[src/rtl/bus_arbiter_rr_if.sv]
// Request/grant bundle between the per-core arbitration submodules and the round-robin bus arbiter.
// The master modport is the arbiter side; the slave modport is the requester/memory side.
interface bus_arbiter_rr_if #(
    parameter int NUM_CORES = 4
);
    localparam int IDW = $clog2(NUM_CORES);

    logic [NUM_CORES-1:0] Bus_RQ;
    logic                 Bus_Mem_Ready;
    logic [NUM_CORES-1:0] Bus_GRANT;
    logic [IDW-1:0]       Grant_Id;
    logic                 Bus_Busy;
    logic                 Timeout_Pulse;

    modport master (
        input  Bus_RQ, Bus_Mem_Ready,
        output Bus_GRANT, Grant_Id, Bus_Busy, Timeout_Pulse
    );

    modport slave (
        output Bus_RQ, Bus_Mem_Ready,
        input  Bus_GRANT, Grant_Id, Bus_Busy, Timeout_Pulse
    );
endinterface

[src/rtl/bus_arbiter_rr.sv]
// Round-robin arbiter for one shared memory bus; a new owner is only granted once memory Ready is low.
// Optional grant-tenure limit enabled by defining ARB_TIMEOUT_EN.
module bus_arbiter_rr #(
    parameter int NUM_CORES = 4,
    parameter int MAX_HOLD  = 64
) (
    input  logic             clk,
    input  logic             reset,
    bus_arbiter_rr_if.master bus
);
    localparam int IDW = $clog2(NUM_CORES);

    typedef enum logic [1:0] {IDLE, GRANT, RELEASE, WAIT_MEM_LOW} state_t;

    state_t               state_reg;
    logic [NUM_CORES-1:0] grant_reg;
    logic [IDW-1:0]       last_reg;
    logic                 busy_reg;

    logic [NUM_CORES-1:0] upper_mask;
    logic [NUM_CORES-1:0] upper_rq;
    logic [NUM_CORES-1:0] winner_onehot;
    logic [IDW-1:0]       winner;

    generate
        if (NUM_CORES < 2 || NUM_CORES > 16 || MAX_HOLD < 1) begin : g_bad_params
            $error("bus_arbiter_rr: parameter out of range");
        end
    endgenerate

    // Requests strictly above the last owner get first pick; otherwise wrap to core 0.
    generate
        for (genvar gi = 0; gi < NUM_CORES; gi++) begin : g_rr
            assign upper_mask[gi]    = (IDW'(gi) > last_reg);
            assign winner_onehot[gi] = (winner == IDW'(gi));
        end
    endgenerate

    assign upper_rq = bus.Bus_RQ & upper_mask;

    always_comb begin
        winner = '0;
        for (int k = NUM_CORES - 1; k >= 0; k--) begin
            if (upper_rq != '0) begin
                if (upper_rq[k]) winner = IDW'(k);
            end else if (bus.Bus_RQ[k]) begin
                winner = IDW'(k);
            end
        end
    end

`ifdef ARB_TIMEOUT_EN
    localparam int HW = $clog2(MAX_HOLD + 1);
    logic [HW-1:0] hold_reg;
    logic          pulse_reg;
    assign bus.Timeout_Pulse = pulse_reg;
`else
    assign bus.Timeout_Pulse = 1'b0;
`endif

    always_ff @(posedge clk) begin
        if (reset) begin
            state_reg <= IDLE;
            grant_reg <= '0;
            last_reg  <= IDW'(NUM_CORES - 1);
            busy_reg  <= 1'b0;
`ifdef ARB_TIMEOUT_EN
            hold_reg  <= '0;
            pulse_reg <= 1'b0;
`endif
        end else begin
`ifdef ARB_TIMEOUT_EN
            pulse_reg <= 1'b0;
`endif
            case (state_reg)
                IDLE: begin
                    if ((|bus.Bus_RQ) && !bus.Bus_Mem_Ready) begin
                        grant_reg <= winner_onehot;
                        last_reg  <= winner;
                        busy_reg  <= 1'b1;
                        state_reg <= GRANT;
`ifdef ARB_TIMEOUT_EN
                        hold_reg  <= '0;
`endif
                    end
                end
                GRANT: begin
                    if (!bus.Bus_RQ[last_reg]) begin
                        grant_reg <= '0;
                        state_reg <= RELEASE;
                    end
`ifdef ARB_TIMEOUT_EN
                    // Revoked owner stays as last, so every other requester is ahead of it.
                    else if (hold_reg == HW'(MAX_HOLD - 1)) begin
                        grant_reg <= '0;
                        state_reg <= RELEASE;
                        pulse_reg <= 1'b1;
                    end else begin
                        hold_reg <= hold_reg + 1'b1;
                    end
`endif
                end
                RELEASE: begin
                    state_reg <= WAIT_MEM_LOW;
                end
                WAIT_MEM_LOW: begin
                    if (!bus.Bus_Mem_Ready) begin
                        busy_reg  <= 1'b0;
                        state_reg <= IDLE;
                    end
                end
                default: begin
                    state_reg <= IDLE;
                end
            endcase
        end
    end

    assign bus.Bus_GRANT = grant_reg;
    assign bus.Grant_Id  = last_reg;
    assign bus.Bus_Busy  = busy_reg;
endmodule

[src/flat_wrapper.sv]
// flat-port wrapper written by rule: the top's interface ports become plain ports
module bus_arbiter_rr_flat 
#(
    parameter int NUM_CORES = 4,
    parameter int MAX_HOLD  = 64
)
  (clk, reset, bus_Bus_RQ, bus_Bus_Mem_Ready, bus_Bus_GRANT, bus_Grant_Id, bus_Bus_Busy, bus_Timeout_Pulse);
  bus_arbiter_rr_if #(.NUM_CORES(NUM_CORES)) bus_i ();
  input  logic clk;
  input  logic reset;
  input wire logic [$bits(bus_i.Bus_RQ)-1:0] bus_Bus_RQ;
  input wire logic [$bits(bus_i.Bus_Mem_Ready)-1:0] bus_Bus_Mem_Ready;
  output wire logic [$bits(bus_i.Bus_GRANT)-1:0] bus_Bus_GRANT;
  output wire logic [$bits(bus_i.Grant_Id)-1:0] bus_Grant_Id;
  output wire logic [$bits(bus_i.Bus_Busy)-1:0] bus_Bus_Busy;
  output wire logic [$bits(bus_i.Timeout_Pulse)-1:0] bus_Timeout_Pulse;
  assign bus_i.Bus_RQ = bus_Bus_RQ;
  assign bus_i.Bus_Mem_Ready = bus_Bus_Mem_Ready;
  assign bus_Bus_GRANT = bus_i.Bus_GRANT;
  assign bus_Grant_Id = bus_i.Grant_Id;
  assign bus_Bus_Busy = bus_i.Bus_Busy;
  assign bus_Timeout_Pulse = bus_i.Timeout_Pulse;
  bus_arbiter_rr #(.NUM_CORES(NUM_CORES), .MAX_HOLD(MAX_HOLD)) u_core (.clk(clk), .reset(reset), .bus(bus_i));
endmodule
[config.mk]
export PLATFORM = sky130hd
export DESIGN_NAME = bus_arbiter_rr_flat
export DESIGN_NICKNAME = d
export VERILOG_FILES = /design/src/rtl/bus_arbiter_rr_if.sv /design/src/rtl/bus_arbiter_rr.sv /design/src/flat_wrapper.sv
export SDC_FILE = /design/constraint.sdc
export NUM_CORES = 1
export LEC_CHECK = 0
export BUFFER_PORTS_ARGS = -buffer_cell sky130_fd_sc_hd__buf_4
export CORE_AREA = 2 2 39 41
export CTS_CLUSTER_DIAMETER = 150
export DETAILED_ROUTE_END_ITERATION = 16
export DIE_AREA = 0 0 41 43
export PLACE_DENSITY = 0.81
export SLEW_MARGIN = 20
export SYNTH_ARGS = -nofsm -noshare
export SYNTH_HDL_FRONTEND = slang
export SYNTH_SLANG_ARGS = --single-unit
[constraint.sdc]
create_clock -name clk -period 2.5 [get_ports clk]
set_input_delay 0.25 -clock clk [delete_from_list [all_inputs] [get_ports clk]]
set_output_delay 0.25 -clock clk [all_outputs]
set_load 0.01 [all_outputs]
# Word-level counts from Yosys, hierarchy flattened
# Index checks and enable logic that the tools add are counted.
# op_classes
bitwise	1
n_eq_ne	9
n_lt_le_gt_ge	5
reduce_logical	12
mux	24
# op_table
cell	count
$mux W2	15
$reduce_and A3 Y1	3
$eq A2 B2 Y1 const B	4
$mux W4	2
$pmux W2 S4	1
$pmux W4 S2	1
$and A4 B4 Y4	1
$eq A2 B1 Y1 const B	2
$gt A1 B2 Y1 const A	2
$gt A2 B2 Y1 const A	2
$logic_not A2 Y1	2
$ne A2 B2 Y1 const B	2
$reduce_bool A2 Y1	2
$reduce_bool A4 Y1	1
$reduce_or A4 Y1	1
$lt A2 B3 Y1 const B	1
$mux W1	3
$bmux W1 S2	1
$ne A2 B1 Y1 const B	1
$pmux W1 S2	1
$reduce_and A2 Y1	1
$logic_and A1 B1 Y1	1
$logic_not A1 Y1	1
# totals
out_inout_bits	8
reg_bits	9

# Depth between registers and ports, before layout
# Gate-level depths: netlist of run 1.
# logic_depth
ltp_word	13
mapped_depth	6

# Worst setup path before layout of run 1
# OpenSTA, ideal clock, no wires.
# synth_path
kind	register -> register
start	register u_core.last_reg[0] (netlist: u_core.bus.Grant_Id[0])
end	register u_core.grant_reg[0] (netlist: u_core.bus.Bus_GRANT[0])
path_slack_ns	0.713
n_path_buf	1
arrival_ns	1.700
stages_incl_launch_ff	6
path_cell_list	dfxtp_1 -> mux4_2 -> and2_1 -> buf_6 -> or2_4 -> o31ai_1
# synth_between
elab_chain_len	13
elab_cells_between_ends	24
# synth_lines
item	line	source
start, declared	bus_arbiter_rr.sv:17	logic [IDW-1:0] last_reg;
start signal, assigned	bus_arbiter_rr.sv:65	last_reg <= IDW'(NUM_CORES - 1);
start signal, assigned	bus_arbiter_rr.sv:79	last_reg <= winner;
$gt A1 B2 Y1 / $gt A2 B2 Y1 (equally long branches)	bus_arbiter_rr.sv:34	assign upper_mask[gi] = (IDW'(gi) > last_reg);
$and A4 B4 Y4	bus_arbiter_rr.sv:39	assign upper_rq = bus.Bus_RQ & upper_mask;
$reduce_bool A4 Y1 / $mux W2 (equally long branches)	bus_arbiter_rr.sv:44, bus_arbiter_rr.sv:45	
$mux W2	bus_arbiter_rr.sv:44	if (upper_rq != '0) begin
$mux W2, on equally long branches	bus_arbiter_rr.sv:46, bus_arbiter_rr.sv:45	
$mux W2	bus_arbiter_rr.sv:44	
$mux W2, on equally long branches	bus_arbiter_rr.sv:46, bus_arbiter_rr.sv:45	
$mux W2	bus_arbiter_rr.sv:44	
$mux W2, on equally long branches	bus_arbiter_rr.sv:46, bus_arbiter_rr.sv:45	
$mux W2	bus_arbiter_rr.sv:44	
$logic_not A2 Y1	bus_arbiter_rr.sv:35	assign winner_onehot[gi] = (winner == IDW'(gi));
$mux W4	bus_arbiter_rr.sv:77	if ((|bus.Bus_RQ) && !bus.Bus_Mem_Ready) begin
$pmux W4 S2	bus_arbiter_rr.sv:75	case (state_reg)
end signal, assigned	bus_arbiter_rr.sv:78	grant_reg <= winner_onehot;
end, declared	bus_arbiter_rr.sv:16	logic [NUM_CORES-1:0] grant_reg;
# Several ways; a longest one is shown, not always the timed one. The select of a mux whose other input is x is not followed.
# A chain may end at the register's enable or synchronous reset.

# Worst setup path after layout of run 1
# layout_path
start	register u_core.last_reg[0] (netlist: u_core.bus.Grant_Id[0])
end	register u_core.grant_reg[3] (netlist: u_core.bus.Bus_GRANT[3])
# layout_between
elab_chain_len	13
elab_cells_between_ends	24
# layout_lines
item	line
$gt A1 B2 Y1 / $gt A2 B2 Y1 (equally long branches)	bus_arbiter_rr.sv:34
$and A4 B4 Y4	bus_arbiter_rr.sv:39
$reduce_bool A4 Y1 / $mux W2 (equally long branches)	bus_arbiter_rr.sv:44, bus_arbiter_rr.sv:45
$mux W2	bus_arbiter_rr.sv:44
$mux W2, on equally long branches	bus_arbiter_rr.sv:46, bus_arbiter_rr.sv:45
$mux W2	bus_arbiter_rr.sv:44
$mux W2, on equally long branches	bus_arbiter_rr.sv:46, bus_arbiter_rr.sv:45
$mux W2	bus_arbiter_rr.sv:44
$mux W2, on equally long branches	bus_arbiter_rr.sv:46, bus_arbiter_rr.sv:45
$mux W2	bus_arbiter_rr.sv:44
$eq A2 B2 Y1	bus_arbiter_rr.sv:35
$mux W4	bus_arbiter_rr.sv:77
$pmux W4 S2	bus_arbiter_rr.sv:75
# Several ways; a longest one is shown, not always the timed one. The select of a mux whose other input is x is not followed.

==> metrics list, run 1 <==
- Data required time at the worst endpoint: roughly 2700 ps
* Cell types with the highest counts after synthesis: dfxtp_1, a21oi_1, ha_1, nand2b_1, o211ai_1
* Proportion of register bits with asynchronous set or reset after synthesis: 0
- The clock arrives with 3.40 ps of skew.
* Critical path buffer and inverter count: 0
- Antenna Diode Count: 0
- Number of global-route vias before repair: 487
* CP max stage delay: 550 ps
- Number of buffers inserted by post-CTS setup repair: 0
- CTS tree: done
* Number of slew-limit violations in the final report: 0
* Number of distinct library cells after synthesis: 30
- The setup path with the least slack is of type flop to flop.
- A synthesized cell averages 8.28 um^2.
- Setup slack at placement: 712 ps
* Area leader, netlist: dfxtp_1
* WL per Instance: about 12 um
- In this run the deepest clock path goes through 2 buffers.
- Count of instances resized after the clock tree is built: 0
- Final setup vio count: 0
- Summed over all layers, the routed wires come to 1260 um.
- In this run, placement finished with an instance count of 101.
- Entering global routing, the biggest net connects 9 pins.
- The share of the Yosys chip area taken by registers is 0.294.
* Avg Vias per Cell: 5.44
- For this design the ratio of total power to cell area is 998 nW/um^2.
- The run finished with clean final reports.
* Final cell utilization of the core: 0.533
- The worst setup path is captured at a flop.
- For flop-to-flop paths, the worst setup slack is between 600 and 700 ps.
- Global-route wire length before repair: roughly 2000 um
- The detailed router finished its first iteration with 12 violations.
* RR Startpoint: u_core.bus.Grant_Id[0]
* Number of top-level design ports: 15
* Initial core utilization: 0.443
- Along the worst path, the maximum fanout reaches 7.
- Total routing resource utilization after global routing: 0.164
* Skew-Pair Late Insertion Delay: around 250 ps
- Among all cell types in the netlist, the one instantiated most often is dfxtp_1.
- Worst path cell trace: mux4_2 > and2_1 > or2_4 > o31ai_1
- Worst hold path cell count: 2
* Overflow after GRT: 0
* Max FFs per register: 4
- Portion of the clock cycle consumed by the worst path in the final layout: 0.734
- Routability-driven placement finished with a final weighted congestion of 0.793.
- Routed via count: between 500 and 600
- Hold timing on the final database bottoms out at a slack of around 180 ps.
- Number of nets with antenna violations after routing: 0
* Post-synthesis cell count: 74
- Largest delay contributor family on the critical path: multiplexers
- Register clock-pin slew on the reported worst setup and hold paths: 60 ps
- Drt first pass iters: 4
* Worst min-delay path category: input port to flop
- In this run, synthesis produced a sequential element count of 9.
- Setup repair after global routing left no endpoint under its margin.
- Net count of the mapped netlist: 86
- The path with the worst hold slack has its endpoint at u_core.state_reg[0].
- The die is roughly 43 um tall.
* Maximum ir drop on the vdd rail: slightly above 0.5 mV
- Setup slack closes at 666 ps.
* DRC: 0
- The count of buffers added on input and output ports is 13.
* Layout area overhead: 20.4%
- Share of Yosys cell area claimed by the top area cell type: 0.294
- Critical path's slowest cell: mux4_2
- In this run the cell area measured after placement is around 710 um^2.
- Clk root buf: clkbuf_4
- Yosys printed 0 warnings.
* Fin Setup TNS: 0 ps
- Measured along the x axis, the die boundary spans roughly 40 um.
- Non-Filler Cell Area, Final: 738 um^2
* Site Rows: 14
- By area the synthesized netlist is led by dfxtp_1, ha_1, o211ai_1.
- Pleak: between 0.3 and 0.4 nW
* Ratio of cells with drive above 1 in the final layout: 0.202
- Total standard cell area after synthesis: roughly 600 um^2
- Counting flops with a built-in enable in the synthesized netlist gives 0.
* Sinks on the clock net: 9
- The hold violation total from the final report was 0.
- The worst hold path begins at reset.
- Post-route minimum period: between 1500 and 2000 ps
- Post-layout power: about 0.74 mW
- Count of nets after finishing: between 100 and 150
* Max Fclk: 545 MHz
* Critical path arrival: approximately 2000 ps
- Critical register-to-register path endpoint: u_core.bus.Bus_GRANT[3]
* Hold bufs inserted after CTS: 0
- CTS built an H-tree with a depth of 1.
- Number of non-filler instances in the completed layout: ~110
- Top_reg_cell synth: dfxtp_1
- Total clock buffers created by CTS: 3
* HPWL reported at the end of detailed placement: 976 um
* Antenna violations before repair: 0
- Count of max-cap constraint violations: 0
- Counting cells, the worst reg-to-reg path comes to 4.
- The floorplan step defined a die boundary enclosing approximately 1800 um^2.
* CP startpoint kind: flop
* Placeable core area: ~1400 um^2
-- how the worst max path moves through the flow --
stage | depth (start not counted) | startpoint | to
after floorplan | 5 | u_core.bus.Grant_Id[0] | u_core.bus.Bus_GRANT[0]
after global placement | 4 | u_core.bus.Grant_Id[0] | u_core.bus.Bus_GRANT[3]
after detailed placement | 4 | u_core.bus.Grant_Id[0] | u_core.bus.Bus_GRANT[2]
after CTS | 4 | u_core.bus.Grant_Id[0] | u_core.bus.Bus_GRANT[3]
after global routing | 4 | u_core.bus.Grant_Id[0] | u_core.bus.Bus_GRANT[3]
final | 4 | u_core.bus.Grant_Id[0] | u_core.bus.Bus_GRANT[3]
-- area by class of cell --
type	instances	area [um^2]
Clock buffer	4	26.3
Fill cell	140	646
Inverter	4	15.0
Multi-Input combinational cell	59	399
Sequential cell	9	180
Tap cell	16	20.0
Timing Repair Buffer	13	97.6
-- where the power goes --
part | internal, mW | switching, mW | leakage (nW)
clock network | 0.0615 | 0.0508 | 0.0150
logic | 0.183 | 0.206 | 0.218
registers | 0.190 | 0.0455 | 0.0739
total | 0.434 | 0.303 | 0.307
-- routing by layer --
metal  up-vias  GRT usage  share of wire
met4         0     0.0600              0
met1       256      0.234           0.48
met5         -          0              0
li1        299          -              -
met3         0     0.0314          0.044
met2        16      0.238           0.47
-- cells in the final DEF (no fill, tap or decap), types with 3 or more instances in the layout --
cell | netlist | routed
buf_4 | 1 | 13
o211ai_1 | 5 | 5
nand2b_1 | 5 | 5
clkbuf_4 | 0 | 3
nor3_1 | 3 | 3
ha_1 | 5 | 5
nor2_1 | 4 | 4
dfxtp_1 | 9 | 9
nand2_1 | 4 | 4
o31ai_1 | 4 | 4
inv_1 | 4 | 4
a21oi_1 | 7 | 7
-- cells by family after synthesis --
| kind of cell | after synthesis | share of synthesized area |
|---|---|---|
| buf+inv | 6 | 0.0551 |
| other cells | 1 | 0.00612 |
| compound gates | 24 | 0.253 |
| mux | 1 | 0.0367 |
| simple gates | 28 | 0.253 |
| fa+ha+maj | 5 | 0.102 |
| flops | 9 | 0.294 |
(Power assumes the default switching activity.)
==> run 2: changes to the inputs <==
ABC_AREA = 1   (was not set)
CORE_AREA = not set   (was 2 2 39 41)
CORE_MARGIN = 1.5   (was not set)
CORE_UTILIZATION = 45   (was not set)
DIE_AREA = not set   (was 0 0 41 43)
PLACE_DENSITY = 0.83   (was 0.81)
clock period = 1.6 ns   (was 2.5 ns; I/O delays follow)
==> metrics list, run 2 <==
- The overall fraction of global-route tracks in use is 0.159 (-0.00472).
- The CTS buffer count is 3 (unchanged).
- Pleak: 0.388 nW (+27%)
- Number of non-filler instances in the completed layout: 121 (+15%)
- Final cell utilization of the core: 0.572 (+0.0381)
* H-tree depth: 1 (unchanged)
* Share of Yosys cell area claimed by the top area cell type: 0.297 (+0.00303)
* Total standard cell area after synthesis: 607 um^2 (-1.0%)
* Final setup vio count: 0 (unchanged)
* Largest net degree at the start of global routing: 9 (unchanged)
- The post-layout net count is 119 (+17%).
- Maximum ir drop on the vdd rail: 0.806 mV (+59%)
- Number of nets with antenna violations after routing: 0 (unchanged)
* Synth area leaders: dfxtp_1, nand2_1, ha_1
* Run status: finished, final reports clean
* Number of top-level design ports: 15 (unchanged)
* Critical path arrival: 1490 ps (-510 ps)
* Portion of the clock cycle consumed by the worst path in the final layout: 0.842 (+0.109)
- The post-synthesis sequential element count was 9 (unchanged).
* Number of global-route vias before repair: 448 (-8.0%)
- Most frequent standard cell in the layout excluding fill and tap cells: nand2_1
* Critical path buffer and inverter count: 1 (+1)
* Number of buffer cells added on primary ports: 13 (unchanged)
- Total of warnings raised by yosys: 0 (unchanged)
- The delay of the slowest cell on the worst path was 360 ps (-190 ps).
- WL per Instance: 9.11 um (-24%)
- The fraction of layout instances using a drive strength above 1 was 0.236 (+0.0336).
* Register clock-pin slew on the reported worst setup and hold paths: 60 ps (about the same)
- The DRC violations left was 0 (unchanged).
- Most frequent cells in the layout: nand2_1, inv_1, buf_4
- The number of antenna repair diodes came to 0 (unchanged).
- The hold violation total from the final report came to 0 (unchanged).
- The maximum clock path buffer count was 2 (unchanged).
* Number of enable flip-flop cells after synthesis: 0 (unchanged)
* Critical path's slowest cell: dfxtp_1
* Overall die height: 39.7 um (-7.6%)
* Number of distinct library cells after synthesis: 20 (-33%)
- The mean post-synth cell area was 6.67 um^2 (-20%).
- Global-route wire length before repair: 1730 um (-16%)
- Die ar.: 1580 um^2 (-11%)
- The post-cts repair resize count is 0 (unchanged).
- The power density of the placed cells was 1550 nW/um^2 (+55%).
- Overflow after GRT: 0 (unchanged)
- Area leader, netlist: dfxtp_1
* Placer congestion estimate: 0.691 (-13%)
* Worst setup skew after layout: 2.16 ps (-1.24 ps)
* Post-synthesis cell count: 91 (+23%)
* Avg Vias per Cell: 4.78 (-12%)
- Setup repair after global routing left no endpoint under its margin.
- The maximum frequency from static timing analysis came to 742 MHz (+36%).
- nand2_1 is the most common cell in the netlist.
- Proportion of synthesized chip area in sequential cells: 0.297 (+0.00303)
* Data required time at the worst endpoint: 1740 ps (-920 ps)
- The violation count after the first detailed-route iteration came to 21 (+9).
* Placeable core area: 1280 um^2 (-7.1%)
* Sinks on the clock net: 9 (unchanged)
- Site Rows: 13 (-1)
* Final routed wirelength across all metal layers: 1100 um (-12%)
- Routed via count: 578 (+1.2%)
- The path class of the tightest hold or removal check is input port to flop.
* Clk root buf: clkbuf_4
- The total of max-cap violations came to 0 (unchanged).
- Horiz. Die Dim: 39.7 um (-3.1%)
* Setup crit end kind: flop
* CTS tree: done
* Non-Filler Cell Area, Final: 734 um^2 (-0.51%)
- The synthesized net count was 103 (+20%).
- Post-DP Area: 708 um^2 (-0.53%)
- The worst setup path is launched from a flop.
- Initial core utilization: 0.472 (+0.0292)
- The detailed placer's ending HPWL was 886 um (-9.2%).
- Worst Path Max Fanout: 4 (-3)
* Fin Setup TNS: 0 ps (unchanged)
- The async set or reset register ratio after synthesis came to 0 (unchanged).
- Start-to-end type of the worst setup path: flop to flop
* Layout area overhead: 21.0%
- Post-route minimum period: 1350 ps (-486 ps)
* Post-layout power: 1.14 mW (+54%)
* Max FFs per register: 4 (unchanged)
- Worst path cell trace: inv_1 > ha_1 > nand2_1 > nand3_1 > o21ai_0 > a21oi_1
- Placed cells: 117 (+16%)
* Drt first pass iters: 4 (unchanged)
- The clock latency of the later-clocked register in the worst-skew pair was 250 ps (about the same).
- The max-slew violation count is 0 (unchanged).
* Largest delay contributor family on the critical path: flip-flops
- Number of buffers inserted by post-CTS setup repair: 0 (unchanged)
* Antenna violations before repair: 0 (unchanged)
- Ranked by instance count, the synthesized netlist is headed by nand2_1, inv_1, dfxtp_1.
- Hold bufs inserted after CTS: 0 (unchanged)
- Top_reg_cell synth: dfxtp_1
==> run 2: cell count changes after synthesis, moves of 2 or more <==
| cell | delta |
|---|---|
| and2_1 | -2 |
| inv_1 | +9 |
| nand2_1 | +19 |
| nand2_2 | +4 |
| nand2b_1 | -5 |
| nand3_1 | +6 |
| nor2_1 | +4 |
| nor2b_1 | -2 |
| nor4_1 | -2 |
| o211ai_1 | -5 |
| o21ai_0 | +2 |
| o21ai_1 | -2 |
| o31ai_1 | -4 |
==> run 2: area by class of cell <==
cell class	count	area [um^2]
clock buffers	4	26.3
well taps	15	18.8
inverters	14	52.6
fillers	121	551
flip-flops and latches	9	180
repair buffers	13	97.6
multi-input cells	66	359
==> run 2: worst paths after layout <==
path	slack, ps	start	cells after the start	to
max reg2reg	250	u_core.state_reg[1]	6	u_core.state_reg[1]
max	250	u_core.state_reg[1]	6	u_core.state_reg[1]
min	120	reset	2	u_core.bus.Bus_GRANT[1]
min reg2reg	470	u_core.bus.Bus_GRANT[1]	2	u_core.bus.Bus_GRANT[1]
==> run 2: stage by stage <==
step | setup slack [ps] | hold slack, ps
floorplan | 385 | 394
CTS | 248 | 115
global route | 110 | 126
finish | 252 | 123
detailed placement | 278 | 389
global placement | 317 | 390
==> run 2: cell families after synthesis <==
| logic type | Yosys count | share of synthesized area |
|---|---|---|
| buffers and inverters | 16 | 0.111 |
| other | 1 | 0.00618 |
| AOI/OAI and AO/OA | 13 | 0.120 |
| and+or+nand+nor | 47 | 0.363 |
| adders and majority gates | 5 | 0.103 |
| DFF | 9 | 0.297 |
==> run 2: report_power, final <==
part / total [mW] / leakage [nW] / internal, mW / switching, mW
Clock: 0.170 / 0.0150 / 0.0958 / 0.0744
Sequential: 0.353 / 0.0741 / 0.295 / 0.0571
Combinational: 0.613 / 0.299 / 0.249 / 0.364
==> run 2: worst reg2reg max path, cell delays in order (launching register included) <==
cell     delay (ps)
dfxtp_1         360
inv_1           100
ha_1            220
nand2_1         150
nand3_1         150
o21ai_0         190
a21oi_1          60
==> run 2: routing by layer <==
layer	share of wire	GRT usage
met1	0.50	0.205
met2	0.45	0.258
met3	0.049	0.0682
met4	0	0
met5	0	0
==> run 3: changes to the inputs <==
CORE_AREA = 2 2 39 41   (was not set)
CORE_MARGIN = not set   (was 1.5)
CORE_UTILIZATION = not set   (was 45)
DIE_AREA = 0 0 41 43   (was not set)
PLACE_DENSITY = 0.81   (was 0.83)
clock period = 1.3 ns   (was 1.6 ns; I/O delays follow)
==> metrics list, run 3 (same netlist as run 2, synthesis figures left out) <==
* Run status: finished, final reports clean
- Final routed wirelength across all metal layers: 1310 um (+19%)
- Number of non-filler instances in the completed layout: 123 (+1.7%)
- Max FFs per register: 4 (unchanged)
- Start-to-end type of the worst setup path: flop to flop
- Starting DRT DRC Count: 6 (-71%)
- Total routing resource utilization after global routing: 0.153 (-0.00602)
* Most frequent cells in the layout: nand2_1, buf_4, inv_1
- The number of detailed-routing iterations run before antenna repair is 4 (unchanged).
- The detailed placer's ending HPWL is 978 um (+10%).
- Max Fclk: 810 MHz (+9.1%)
- The min-delay analysis places its worst path in the category input port to flop.
- Initial core utilization: 0.439 (-0.0337)
- The number of buffers added for setup after CTS is 0 (unchanged).
* Largest net degree at the start of global routing: 9 (unchanged)
- The share of the cycle needed by the critical path after routing came to 0.950 (+0.108).
- The power density of the placed cells is 1960 nW/um^2 (+27%).
- Critical path arrival: 1430 ps (-60 ps)
- The clock-pin slew on the worst setup and hold paths came to 60 ps (about the same).
* Number of slew-limit violations in the final report: 0 (unchanged)
- The slowest stage of the critical path is the dfxtp_2 cell.
- Sinks on the clock net: 9 (unchanged)
- The number of hold buffers added after cts came to 0 (unchanged).
* Number of top-level design ports: 15 (unchanged)
- TritonCTS built the clock tree.
- The post-layout net count was 120 (+0.84%).
- STA classifies the critical path endpoint as a flop.
* Layout area overhead: 30.9%
* DRC: 0 (unchanged)
* Pleak: 0.400 nW (+3.1%)
- Total clock buffers created by CTS: 3 (unchanged)
- The global-route wire length before repair is 1800 um (+4.3%).
* CP startpoint kind: flop
* Worst setup skew after layout: 3.84 ps (+1.68 ps)
- The delay of the slowest cell on the worst path came to 370 ps (about the same).
- Area of the multi-input gates: 404 um^2 (+13%)
- Number of global-route vias before repair: 480 (+7.1%)
- The number of I/O port buffers is 13 (unchanged).
- The maximum level of the CTS H-tree came to 1 (unchanged).
- The depth of the worst hold-timing path came to 2 (unchanged).
* Skew-Pair Late Insertion Delay: 270 ps (+20 ps)
- The total of max-cap violations was 0 (unchanged).
- The library cell used most frequently in the layout, excluding fill and tap cells, is nand2_1.
- The number of cells traversed by the worst register-to-register path is 7 (+1).
- The hold violation total from the final report came to 0 (unchanged).
- The via density per instance was 4.96 (+3.8%).
* Clk root buf: clkbuf_4
* Number of nets with antenna violations after routing: 0 (unchanged)
* Fin Setup TNS: 0 ps (unchanged)
- The final estimated routing congestion in global placement came to 0.757 (+9.5%).
- Overflow after GRT: 0 (unchanged)
- The worst IR drop on VDD was 0.850 mV (+5.4%).
- The post-layout utilization of the core came to 0.574 (+0.00257).
* Ratio of cells with drive above 1 in the final layout: 0.327 (+0.0913)
* Site Rows: 14 (+1)
- Placeable core area: 1380 um^2 (+7.7%)
* Data required time at the worst endpoint: 1500 ps (-240 ps)
- The number of fillers in the final layout came to 138 (+14%).
* Post-route minimum period: 1230 ps (-113 ps)
* Antenna violations before repair: 0 (unchanged)
* Worst path cell trace: inv_1 > ha_4 > nand2_2 > nand3_4 > nor2_2 > nand2_1 > a21oi_1
- The biggest fanout along the worst timing path was 6 (+2).
* Overall die height: 43 um (+8.3%)
* WL per Instance: 10.7 um (+17%)
- Total area of sequential cells: 186 um^2 (+3.5%)
- Antenna Diode Count: 0 (unchanged)
* Final setup vio count: 0 (unchanged)
- Buffer levels on the longest clock path: 2 (unchanged)
* Placed cells: 119 (+1.7%)
- Die ar.: 1760 um^2 (+12%)
* Horiz. Die Dim: 41 um (+3.2%)
- The vias after detailed routing is 610 (+5.5%).
[run 3: changes by cell type in the layout (fill, tap and decap cells not counted), sizes merged]
cell / previous run / this run
buf: 13 / 14
[run 3: critical path, delay by kind of cell (launching register included)]
kind	cells	cell delay, ps
DFF	1	370
and+or+nand+nor	4	410
buffers and inverters	1	100
adders and majority gates	1	170
AOI/OAI and AO/OA	1	110
[run 3: path summary, 6_finish.rpt]
| path | from | slack [ps] | end |
|---|---|---|---|
| worst min register to register | u_core.bus.Bus_GRANT[1] | 460 | u_core.bus.Bus_GRANT[1] |
| worst max-delay path | u_core.state_reg[0] | 70 | u_core.bus.Bus_GRANT[0] |
| worst max register to register | u_core.state_reg[0] | 70 | u_core.bus.Bus_GRANT[0] |
| worst min-delay path | reset | 80 | u_core.bus.Bus_GRANT[2] |
[run 3: area by class of cell]
| type | count | area share |
|---|---|---|
| tap | 16 | 0.0252 |
| inverter | 14 | 0.0661 |
| clock buffer | 4 | 0.0331 |
| sequential | 9 | 0.235 |
| multi-input combinational | 66 | 0.509 |
| timing repair buffer | 14 | 0.132 |
[run 3: metal layers]
metal | vias to the layer above | share of wire | global-route usage
li1 | 315 | - | -
met4 | 0 | 0.014 | 0.0600
met2 | 16 | 0.52 | 0.256
met3 | 3 | 0.068 | 0.0785
met5 | - | 0 | 0
met1 | 276 | 0.40 | 0.150
[run 3: power breakdown]
part | internal, mW | switching, mW
combinational | 0.379 | 0.500
clock | 0.118 | 0.0992
sequential | 0.374 | 0.0859
[run 3: through the flow]
step                power, mW  setup WS [ps]  hold WS, ps  cell area, um^2
floorplan               0.989           85.2          364              607
global placement         1.20           8.72          358              717
detailed placement       1.23          -11.4          358              717
CTS                      1.46           8.09         72.7              748
global route             1.69          -17.7         88.0              795
finish                   1.56           65.2         80.0              795
[run 3: repair_timing]
item / in CTS / in global routing
endpoints found under the setup margin: 5 / 8
hold endpoints to repair: 0 / 0
resized for setup: 2 / 12
